===== config.mk =====
export PLATFORM = sky130hd
export DESIGN_NAME = rgb_entry_ctrl
export DESIGN_NICKNAME = d
export VERILOG_FILES = /design/src/rtl/rgb_pkg.sv /design/src/rtl/bcd3_to_bin.sv /design/src/rtl/rgb_entry_ctrl.sv
export SDC_FILE = /design/constraint.sdc
export NUM_CORES = 1
export LEC_CHECK = 0
export CORE_MARGIN = 2
export CORE_UTILIZATION = 53
export CTS_CLUSTER_DIAMETER = 120
export DETAILED_ROUTE_END_ITERATION = 8
export PLACE_DENSITY_LB_ADDON = 0.15
export SLEW_MARGIN = 20
export SYNTH_ARGS = -nofsm -noshare
export SYNTH_HDL_FRONTEND = slang
export SYNTH_SLANG_ARGS = --single-unit
export TNS_END_PERCENT = 50

===== constraint.sdc =====
create_clock -name clk -period 4.8 [get_ports clk]
set_input_delay 0.96 -clock clk [delete_from_list [all_inputs] [get_ports clk]]
set_output_delay 0.96 -clock clk [all_outputs]
set_load 0.02 [all_outputs]

===== src/rtl/rgb_pkg.sv =====
// rgb_pkg: constants and types shared by the RGB keypad entry controller.
//   DIGIT_EMPTY          digit-memory code for an empty slot
//   KEY_ENTER/KEY_CLEAR  command key codes
//   ch_e                 colour channel being entered
//   state_e              entry sequencer states
package rgb_pkg;

    localparam logic [4:0] DIGIT_EMPTY = 5'd16;
    localparam logic [4:0] KEY_ENTER   = 5'd10;
    localparam logic [4:0] KEY_CLEAR   = 5'd12;

    typedef enum logic [1:0] {CH_R, CH_G, CH_B} ch_e;

    typedef enum logic [1:0] {ST_ENTRY, ST_CONV, ST_CHECK, ST_COMMIT} state_e;

endpackage


===== src/rtl/bcd3_to_bin.sv =====
// bcd3_to_bin: combinational c*100 + d*10 + u using shift-add only.
//   c, d, u  in   hundreds, tens and units digits (0-9)
//   bin      out  10-bit binary value (0-999)
module bcd3_to_bin (
    input  logic [4:0] c,
    input  logic [4:0] d,
    input  logic [4:0] u,
    output logic [9:0] bin
);

    logic [9:0] c10, d10, u10;

    assign c10 = {5'd0, c};
    assign d10 = {5'd0, d};
    assign u10 = {5'd0, u};
    assign bin = (c10 << 6) + (c10 << 5) + (c10 << 2) + (d10 << 3) + (d10 << 1) + u10;

endmodule


===== src/rtl/rgb_entry_ctrl.sv =====
// rgb_entry_ctrl: sequences keypad entry of R, G, B as 3-digit decimal values
module rgb_entry_ctrl
  import rgb_pkg::*;
#(
  parameter logic [4:0] KEY_ENTER_P = KEY_ENTER,
  parameter logic [4:0] KEY_CLEAR_P = KEY_CLEAR,
  parameter int TIMEOUT_CYCLES = 50_000_000
) (
  input  logic       clk,
  input  logic       rst_n,
  input  logic [4:0] key,
  input  logic       key_valid,
  input  logic [4:0] mem_u,
  input  logic [4:0] mem_d,
  input  logic [4:0] mem_c,
  input  logic       mem_full,
  output logic [4:0] mem_digit,
  output logic       mem_push,
  output logic       mem_clr,
  output logic [1:0] channel,
  output logic [7:0] r,
  output logic [7:0] g,
  output logic [7:0] b,
  output logic       rgb_valid,
  output logic       err
);
  state_e state, state_nxt;
  logic init;
  logic [9:0] value10, bin;
  logic key_ok, push_ok, clear_ok, enter_ok, over, timeout;
  assign key_ok   = key_valid && state == ST_ENTRY && !init;
  assign push_ok  = key_ok && key <= 5'd9 && !mem_full;
  assign clear_ok = key_ok && key == KEY_CLEAR_P;
  assign enter_ok = key_ok && key == KEY_ENTER_P;
  assign over     = state == ST_CHECK && value10 > 10'd255;
  bcd3_to_bin u_conv (.c(mem_c), .d(mem_d), .u(mem_u), .bin(bin));
`ifdef RGB_ENTRY_TIMEOUT_EN
  localparam int CW = $clog2(TIMEOUT_CYCLES);
  logic [CW-1:0] idle_cnt;
  assign timeout = state == ST_ENTRY && mem_u != DIGIT_EMPTY && !key_valid &&
                   idle_cnt == CW'(TIMEOUT_CYCLES - 1);
  always_ff @(posedge clk or negedge rst_n) begin
    if (!rst_n) idle_cnt <= '0;
    else idle_cnt <= (state != ST_ENTRY || mem_u == DIGIT_EMPTY || key_valid || timeout) ? '0 : idle_cnt + 1'b1;
  end
`else
  assign timeout = 1'b0;
`endif
  always_ff @(posedge clk or negedge rst_n) begin
    if (!rst_n) state <= ST_ENTRY;
    else state <= state_nxt;
  end
  always_comb begin
    state_nxt = state == ST_ENTRY ? ((enter_ok && mem_full) ? ST_CONV : ST_ENTRY) :
                state == ST_CONV  ? ST_CHECK :
                state == ST_CHECK ? (over ? ST_ENTRY : ST_COMMIT) : ST_ENTRY;
  end
  always_ff @(posedge clk or negedge rst_n) begin
    if (!rst_n) begin
      init      <= 1'b1;
      channel   <= CH_R;
      r         <= '0;
      g         <= '0;
      b         <= '0;
      value10   <= '0;
      err       <= 1'b0;
      mem_digit <= DIGIT_EMPTY;
      mem_push  <= 1'b0;
      mem_clr   <= 1'b0;
      rgb_valid <= 1'b0;
    end else begin
      init      <= 1'b0;
      mem_push  <= push_ok;
      mem_clr   <= init || timeout || clear_ok || over || state == ST_COMMIT;
      rgb_valid <= state == ST_COMMIT && channel == CH_B;
      mem_digit <= push_ok ? key : mem_digit;
      err       <= (push_ok || clear_ok) ? 1'b0 : ((enter_ok && !mem_full) || over) ? 1'b1 : err;
      value10   <= state == ST_CONV ? bin : value10;
      if (state == ST_COMMIT) begin
        r       <= (channel == CH_R || channel == 2'd3) ? value10[7:0] : r;
        g       <= channel == CH_G ? value10[7:0] : g;
        b       <= channel == CH_B ? value10[7:0] : b;
        channel <= channel == CH_G ? CH_B : channel == CH_B ? CH_R : CH_G;
      end else if (timeout) begin
        channel <= CH_R;
      end
    end
  end
endmodule

==> impl_metrics.env <==
export IMPL_outcome="completed"
export IMPL_timing_clock_skew_ns=0.00432
export IMPL_timing_critical_path_arrival_ns=3.90
export IMPL_worst_ir_drop_vdd_mv=0.158
export IMPL_post_synth_inst_count=202
export IMPL_rsz_0062_raised_after_global_routing="false"
export IMPL_area_delta_synth_final_pct=28.0
export IMPL_die_area_um2=5270
export IMPL_post_cts_setup_buffer_count=0
export IMPL_globalRouteOverflowTotal=0
export IMPL_synth_adder_area_share=0.154
export IMPL_routed_wl_met3_um=190
export IMPL_detail_route_wl_per_cell_um=13.9
export IMPL_synth_compound_gate_area_share=0.0658
export IMPL_area_share_of_xor_xnor_cells_in_the_synthesized_design=0.0176
export IMPL_routed_wl_um=4390
export IMPL_first_pass_grt_wire_length_um=7620
export IMPL_cts_buffers_inserted=5
export IMPL_total_power_mw=1.15
export IMPL_root_buf_cell="clkbuf_8"
export IMPL_clock_fmax_mhz=271
export IMPL_detailed_route_via_count=1654
export IMPL_cts_buffer_depth=2
export IMPL_top_signal_layer_used="met4"
export IMPL_drive_above_1_share=0.175
export IMPL_cp_start_kind="input port"
export IMPL_place_congestion=0.693
export IMPL_layout_min_cycle_time_ns=3.69
export IMPL_global_route_usage_total=0.189
export IMPL_timing_critical_path_required_ns=5.01
export IMPL_synth_ff_type="dfrtp_1"
export IMPL_hpwl_um=3480
export IMPL_slew_viol_final=0
export IMPL_hold_viol=0
export IMPL_viasPerCell=5.25
export IMPL_synth_cell_type_count=35
export IMPL_largest_family_of_logic_cells_by_synthesized_area="adder cells"
export IMPL_post_synth_main_area_contributors="dfrtp_1 (46%), mux2_2 (14%), fa_1 (8.8%)"
export IMPL_crit_path_max_fanout=3
export IMPL_synth_fp_nets=250
export IMPL_syn_area_per_cell_um2=12.3
export IMPL_design_core_area_um2=4440
export IMPL_first_global_vias=1635
export IMPL_die_width_um=72.6
export IMPL_die_h_um=72.6
export IMPL_synthMostInstantiatedCell="dfrtp_1"
export IMPL_detailedRoute_firstPassIterationCount=4
export IMPL_worst_r2r_path_depth=3
export IMPL_portBuffers=58
export IMPL_register_bit_total_from_synthesis=48
export IMPL_tightestPinTransition_ns=0.694
export IMPL_fin_setup_tns_ns=0
export IMPL_ctsResizeCount=0
export IMPL_design_area_um2=3190
export IMPL_post_dp_cell_area_um2=3110
export IMPL_max_slew_margin_rel=0.537
export IMPL_initial_antenna_violation_count=0
export IMPL_worstSetupEndpointType="flop"
export IMPL_static_leakage_power_nw=1.53
export IMPL_period_share=0.769
export IMPL_yosysSeqAreaShare=0.483
export IMPL_grt_max_degree=49
export IMPL_initialDrtViolationCount=80
export IMPL_cts_tree="done"
export IMPL_clk_pin_slew_ns=0.08
export IMPL_netlist_area_um2=2490
export IMPL_synth_simple_gate_area_frac=0.0843
export IMPL_insertion_delay_ns=0.29
export IMPL_min_delay_path_class="reg2reg"
export IMPL_synth_enable_flop_cells=0
export IMPL_cts_hold_buffers_added=0
export IMPL_antennaDiodeCount=0
export IMPL_ios=59
export IMPL_power_per_cell_area_nw_per_um2=360
export IMPL_timing_setup_critical_path_class="in2reg"
export IMPL_synth_mux_area_fraction=0.145
export IMPL_floorplan_initialDensity=0.561
export IMPL_wirelength_met1_um=2010
export IMPL_antenna_left=0
export IMPL_count_of_standard_cell_rows=24
export IMPL_setup_viol_count_final=0
export IMPL_route_met2_wl_um=2130
export IMPL_cap_viol_max_count=0
export IMPL_worstHoldPathCells=1
export IMPL_cts_htree_levels=2
export IMPL_drcViolationCount=0
export IMPL_post_synth_most_frequent_cells="dfrtp_1 (46), mux2_2 (32), inv_1 (27), ha_1 (13), nand2_1 (12)"
export IMPL_synth_top_cell_area_share=0.462
export IMPL_clock_sinks=48
export IMPL_synth_top_area_cell="dfrtp_1"
export IMPL_num_nets_final=311
export IMPL_yosys_warnings=0
export IMPL_async_flop_share=1.00
==> critical path, cell delays in order <==
cell and delay [ns]:
clkdlybuf4s50_1 0.48, inv_1 0.06, fa_1 0.50, inv_1 0.05, fa_1 0.50, ha_1 0.16, inv_1 0.05, fa_1 0.39
nor2b_1 0.16, o31ai_1 0.11, a2111o_1 0.37, o211ai_1 0.10
==> final cells by class <==
class | count | area (µm²)
repair buffers | 58 | 578
inverters | 27 | 101
flip-flops and latches | 48 | 1200
fillers | 339 | 1250
clock buffers | 6 | 72.6
clock inverters | 1 | 5.00
well taps | 52 | 65.1
multi-input cells | 123 | 1160
==> cell families (layout without fill, tap and decap cells) <==
family	count (synthesis)	after routing
muxes	32	32
other	1	1
buffers and inverters	31	92
DFF	48	48
AOI/OAI and AO/OA	25	25
xor gates and xnor gates	5	5
adders and majority gates	24	24
and+or+nand+nor	36	36
==> report_power, final <==
part / switching, mW / total [mW] / internal, mW
Sequential: 0.0665 / 0.553 / 0.486
Clock: 0.120 / 0.219 / 0.0991
Combinational: 0.180 / 0.377 / 0.197
Total: 0.366 / 1.15 / 0.782
==> worst paths after layout <==
path | start | to | slack, ns
min | mem_digit[4]$_DFFE_PN1P_ | mem_digit[4]$_DFFE_PN1P_ | 0.48
min in group asynchronous | rst_n | r[3]$_DFFE_PN0P_ | 0.68
max reg2reg | state[0]$_DFF_PN0_ | mem_digit[1]$_DFFE_PN0P_ | 2.74
max | mem_d[0] | value10[9]$_DFFE_PN0N_ | 1.11
min reg2reg | mem_digit[4]$_DFFE_PN1P_ | mem_digit[4]$_DFFE_PN1P_ | 0.48
max in group asynchronous | rst_n | channel[1]$_DFFE_PN0P_ | 3.73
==> layout by cell type (no fill, tap or decap), types with 2 or more instances in the layout <==
cell type        Yosys  routed
a21o_1               2       2
a21oi_1              5       5
clkbuf_8             0       5
clkdlybuf4s50_1      0      57
dfrtp_1             46      46
dfstp_2              2       2
fa_1                11      11
ha_1                13      13
inv_1               27      27
mux2_2              32      32
nand2_1             12      12
nand2b_1             3       3
nand3_1              5       5
nor2_1               7       7
nor2b_1              2       2
o21ai_0              8       8
o31ai_1              2       2
xnor2_1              2       2
xor2_1               3       3
==> registers in the layout, indices dropped and copies added (netlist names) <==
name	cells
init	1
b	8
channel	2
rgb_valid	1
mem_digit	5
err	1
r	8
mem_push	1
state	2
mem_clr	1
g	8
value10	10
==> per-stage QoR <==
stage	setup slack, ns	util	hold slack (ns)	cells
after CTS	1.09	0.717	0.488	315
after detailed placement	0.772	0.700	0.474	308
after global placement	0.863	0.700	0.472	308
after floorplan	1.40	-	0.467	202
after global routing	0.956	0.718	0.497	315
final	1.11	0.718	0.485	315
==> layer usage <==
metal	vias up	global-route usage
met1	795	0.255
met5	-	0
met4	0	0.0741
met3	6	0.0318
li1	805	-
met2	48	0.307
Note: power is estimated with default switching activity, not from simulation.
